$ cat config.mk
export PLATFORM = sky130hd
export DESIGN_NAME = ifetch_seq
export DESIGN_NICKNAME = d
export VERILOG_FILES = /design/src/rtl/ifetch_seq.sv
export SDC_FILE = /design/constraint.sdc
export NUM_CORES = 1
export LEC_CHECK = 0
export BUFFER_PORTS_ARGS = -buffer_cell sky130_fd_sc_hd__clkbuf_2
export CORE_ASPECT_RATIO = 0.7
export CORE_UTILIZATION = 25
export CTS_CLUSTER_DIAMETER = 80
export DETAILED_ROUTE_END_ITERATION = 7
export GPL_ROUTABILITY_DRIVEN = 0
export PLACE_DENSITY = 0.51
export SLEW_MARGIN = 20
export SYNTH_ARGS = -nofsm -noshare
export SYNTH_HDL_FRONTEND = slang
export SYNTH_SLANG_ARGS = --single-unit
export TNS_END_PERCENT = 100
$ cat constraint.sdc
create_clock -name clk -period 2.4 [get_ports clk]
set_input_delay 0.48 -clock clk [delete_from_list [all_inputs] [get_ports clk]]
set_output_delay 0.48 -clock clk [all_outputs]
set_load 0.005 [all_outputs]
$ cat src/rtl/ifetch_seq.sv
// Instruction-fetch sequencer: owns the PC, reads one or two words from instruction
// memory and loads them into the IR, then pulses fetch_done to the control unit.
module ifetch_seq #(
    parameter logic [15:0] RESET_PC     = 16'h0000,
    parameter logic [15:0] LONG_OP_MASK = 16'h00F0
) (
    input  logic        clk,
    input  logic        rst_n,
    input  logic        fetch_req,
    input  logic        pc_load,
    input  logic [15:0] pc_in,
    input  logic [15:0] mem_rdata,
    input  logic        mem_ready,
    output logic        mem_rd,
    output logic [15:0] mem_addr,
    output logic        ir_ld,
    output logic        ir_t,
    output logic [15:0] ir_in,
    output logic [15:0] pc,
    output logic        busy,
    output logic        fetch_done
);

    typedef enum logic [2:0] {IDLE, REQ1, LD1, REQ2, LD2, DONE} state_t;

    state_t     state;
    logic [3:0] opcode;

    // The read address is always the PC; it only matters while mem_rd is high.
    assign mem_addr = pc;

    // Every output flag is set on the transition into the state that owns it,
    // so all outputs come straight from flops.
    always_ff @(posedge clk) begin
        if (!rst_n) begin
            state      <= IDLE;
            pc         <= RESET_PC;
            ir_in      <= '0;
            opcode     <= '0;
            mem_rd     <= 1'b0;
            ir_ld      <= 1'b0;
            ir_t       <= 1'b0;
            busy       <= 1'b0;
            fetch_done <= 1'b0;
        end else begin
            case (state)
                IDLE: begin
                    if (pc_load) begin
                        pc <= pc_in;
                    end
                    if (fetch_req) begin
                        state  <= REQ1;
                        mem_rd <= 1'b1;
                        busy   <= 1'b1;
                    end
                end
                REQ1: begin
                    if (mem_ready) begin
                        ir_in  <= mem_rdata;
                        opcode <= mem_rdata[15:12];
                        state  <= LD1;
                        mem_rd <= 1'b0;
                        ir_ld  <= 1'b1;
                        ir_t   <= 1'b0;
                    end
                end
                LD1: begin
                    pc    <= pc + 16'd1;
                    ir_ld <= 1'b0;
                    if (LONG_OP_MASK[opcode]) begin
                        state  <= REQ2;
                        mem_rd <= 1'b1;
                    end else begin
                        state      <= DONE;
                        fetch_done <= 1'b1;
                    end
                end
                REQ2: begin
                    if (mem_ready) begin
                        ir_in  <= mem_rdata;
                        state  <= LD2;
                        mem_rd <= 1'b0;
                        ir_ld  <= 1'b1;
                        ir_t   <= 1'b1;
                    end
                end
                LD2: begin
                    pc         <= pc + 16'd1;
                    ir_ld      <= 1'b0;
                    ir_t       <= 1'b0;
                    state      <= DONE;
                    fetch_done <= 1'b1;
                end
                DONE: begin
                    fetch_done <= 1'b0;
                    busy       <= 1'b0;
                    state      <= IDLE;
                end
                default: begin
                    state      <= IDLE;
                    mem_rd     <= 1'b0;
                    ir_ld      <= 1'b0;
                    ir_t       <= 1'b0;
                    busy       <= 1'b0;
                    fetch_done <= 1'b0;
                end
            endcase
        end
    end

endmodule

==> key figures <==
Layout
  – Final-stage net count: 385
  – Ratio of cells with drive above 1 in the final layout: 31.9%
  – Utilization after layout: 34.0%
  – # diodes: 0
  – Area Growth Syn to Fin: 27.9%
  – Final std cells w/o fill: 449

Logic synthesis
  – Count of flip-flops with a built-in enable after synthesis: 0
  – Post-synth ARST share: 0%
  – Post-synthesis sequential area ratio: 40.0%
  – Netlist Area Pre-Place: 2150 µm²
  – Main flop type after synthesis: dfxtp_1
  – Area contributors post-synth: dfxtp_1 (40%), nand2_1 (9.6%), a21oi_1 (7.4%), buf_4 (5.9%), o211ai_1 (2.8%)
  – Synthesis-stage register bit count: 43
  – Synth area leader: dfxtp_1
  – Syn nets: 313
  – Syn avg cell area: 7.83 µm²
  – Synth top area share: 40.0%
  – Ys Warns: 0
  – Cell variety after synth: 46
  – Cell count after synthesis: 275

Placement
  – Placed cells: 441
  – Post-DP HPWL: 4.63 mm
  – I/O Buffers: 89

Setup path
  – CP required: 2.60 ns
  – Max Fanout on Critical Path: 11
  – Worst EP arrival: 2.21 ns
  – Worst R2R Setup Slack: 0.39 ns
  – Cell Chain, Critical Path: buf_4, nor2b_1, o21ai_0, or4_1, o211ai_1
  – Crit start category: flip-flop
  – Slowest cell on the critical path: or4_1
  – Setup CP Type: reg2reg
  – Crit path capture type: flip-flop
  – Slowest stage delay, CP: 0.61 ns

Clock tree
  – Worst-path clk slew: 0.06 ns
  – Hold_buf cts: 0
  – Deepest clock path buffer count: 2
  – TritonCTS clock tree: yes
  – Worst skew pair latency: 0.28 ns
  – Setup Buffers After CTS: 0
  – Clock root cell: clkbuf_16
  – Clock Sinks: 43
  – CTS buffer count: 5
  – Resize count post-CTS: 0
  – CTS H-tree depth: 2

Global route
  – Largest net degree at the start of global routing: 26
  – Gr ovfl total: 0
  – First-pass GRT wire length: 9.98 mm
  – GRT Total Usage: 14.2%
  – Vias in the first global route: 1,969
  – Initial antenna violation count: 0

Timing
  – Slew @ Worst Pin: 0.850 ns
  – RSZ-0062 raised after global routing: no
  – Setup violations, final: 0
  – Min cycle time layout: 2.01 ns
  – Final hold violations: 0
  – Slew Limit Fails: 0
  – Clock Skew: 0.00487 ns
  – Final setup TNS: 0 ns
  – Max Fclk: 0.497 GHz
  – Slew margin rel.: 42.7%
  – Final critical-path share of the clock period: 83.8%

Power
  – Internal Power: 1.35 mW
  – Switch Pwr: 0.487 mW
  – Logic gate share of total power: 16.5%
  – Seq pwr share: 45.0%
  – Power Total: 1.83 mW
  – Maximum VDD drop: 0.325 mV
  – Switching share of total power: 26.6%
  – P per Cell Area: 665 nW/µm²
  – Static leakage: 1.14 nW
  – Clock Power Share: 38.5%

Floorplan
  – Chip Width: 113 µm
  – Core area: 8110 µm²
  – Die ar.: 9000 µm²
  – Row cnt: 27
  – Initial Util: 26.6%
  – Die height: 79.7 µm
  – Num ports: 90

Status
  – Status: completed

Detailed routing
  – DRT Pass-1 Iters: 4
  – Total Wirelength: 6.10 mm
  – DRT iter0 DRCs: 163
  – Remaining antenna violation count: 0
  – Drt wl/cell: 13.6 µm
  – # DRC: 0
  – DR vias: 2,199
  – Via density per instance: 4.90

Min path
  – Min-Delay Path Class: in2reg

Run
  – Maximum capacitance violations: 0
==> registers in the layout, summed over array words and instances, names as in the netlist, named ones only <==
register,count
ir_ld,1
ir_t,1
mem_rd,1
state,3
ir_in,16
opcode,2
mem_addr,16
busy,1
fetch_done,1
==> through the flow <==
step	hold slack [ns]	cell area, µm²	setup slack (ns)
after detailed placement	0.447	2600	0.421
after global routing	0.417	2760	0.181
after CTS	0.412	2760	0.391
after floorplan	0.448	2150	0.604
final	0.420	2760	0.390
after global placement	0.441	2600	0.448
==> power by group through the flow <==
stage,logic (mW),clock network (mW),registers [mW]
floorplan,0.194,0,0.826
global placement,0.306,0,0.840
detailed placement,0.303,0,0.841
CTS,0.305,0.729,0.825
global route,0.341,0.770,0.834
finish,0.302,0.706,0.826
==> Yosys cell counts, types with 2 or more instances <==
cell / count
nand4_1: 4
nor2b_1: 3
a22oi_1: 3
nand3_1: 5
nand2b_1: 5
mux2_2: 2
nor2_1: 12
o2111ai_1: 4
nand4b_1: 2
and3_1: 6
inv_1: 6
a21oi_1: 32
nand2_1: 55
o21ai_0: 8
or4_1: 4
buf_4: 17
and2_1: 2
nor3_1: 3
buf_2: 2
a22o_1: 2
o31ai_1: 2
nand3b_1: 2
o211ai_1: 8
nor4_1: 3
a31oi_1: 6
dfxtp_1: 43
or3_1: 4
clkbuf_1: 12
==> layout by cell type (no fill, tap or decap), types with 3 or more instances in the layout <==
| master | netlist | final |
|---|---|---|
| or3_1 | 4 | 4 |
| a22oi_1 | 3 | 3 |
| o2111ai_1 | 4 | 4 |
| o21ai_0 | 8 | 8 |
| or4_1 | 4 | 4 |
| nand2_1 | 55 | 55 |
| nor2_1 | 12 | 12 |
| nand2b_1 | 5 | 5 |
| o211ai_1 | 8 | 8 |
| a31oi_1 | 6 | 6 |
| a21oi_1 | 32 | 32 |
| clkbuf_16 | 0 | 5 |
| inv_1 | 6 | 6 |
| nand3_1 | 5 | 5 |
| nand4_1 | 4 | 4 |
| clkbuf_2 | 0 | 89 |
| and3_1 | 6 | 6 |
| nor2b_1 | 3 | 3 |
| dfxtp_1 | 43 | 43 |
| buf_4 | 17 | 8 |
| nor3_1 | 3 | 3 |
| nor4_1 | 3 | 3 |
==> final cells by class <==
| class | instances | area (µm²) |
|---|---|---|
| fillers | 869 | 5350 |
| multi-input cells | 193 | 1080 |
| flip-flops and latches | 43 | 861 |
| repair buffers | 97 | 505 |
| clock buffers | 8 | 156 |
| well taps | 101 | 126 |
| inverters | 7 | 26.3 |
==> worst max-delay path: cells and delay by family, from the launching register on <==
family,cells,cell delay [ns]
AOI/OAI and AO/OA,2,0.42
buffers and inverters,1,0.22
DFF,1,0.46
and+or+nand+nor,2,0.84
==> cell families (layout without fill, tap and decap cells) <==
family                     count (synthesis)  in the layout  synth area share, %
and+or+nand+nor                          115            115                 26.5
muxes                                      3              3                 1.51
AOI/OAI and AO/OA                         73             73                 21.1
adders and majority gates                  1              1                0.581
DFF                                       43             43                 40.0
buffers and inverters                     39            112                 9.87
xor gates and xnor gates                   1              1                0.407
==> path summary, 6_finish.rpt <==
kind / start / endpoint / cells past startpoint
max reg2reg: state[1] / mem_addr[13] / 5
max: state[1] / mem_addr[13] / 5
min: mem_rdata[10] / ir_in[10] / 3
min reg2reg: ir_in[4] / ir_in[4] / 2
==> layer usage <==
metal  part of all wire, %  track usage, %  up-vias
li1                      -               -     1117
met1                    54            21.7     1030
met2                    42            19.5       50
met3                   4.1            2.96        2
met4                  0.56            3.95        0
met5                     0               0        -
(Power assumes the default switching activity.)
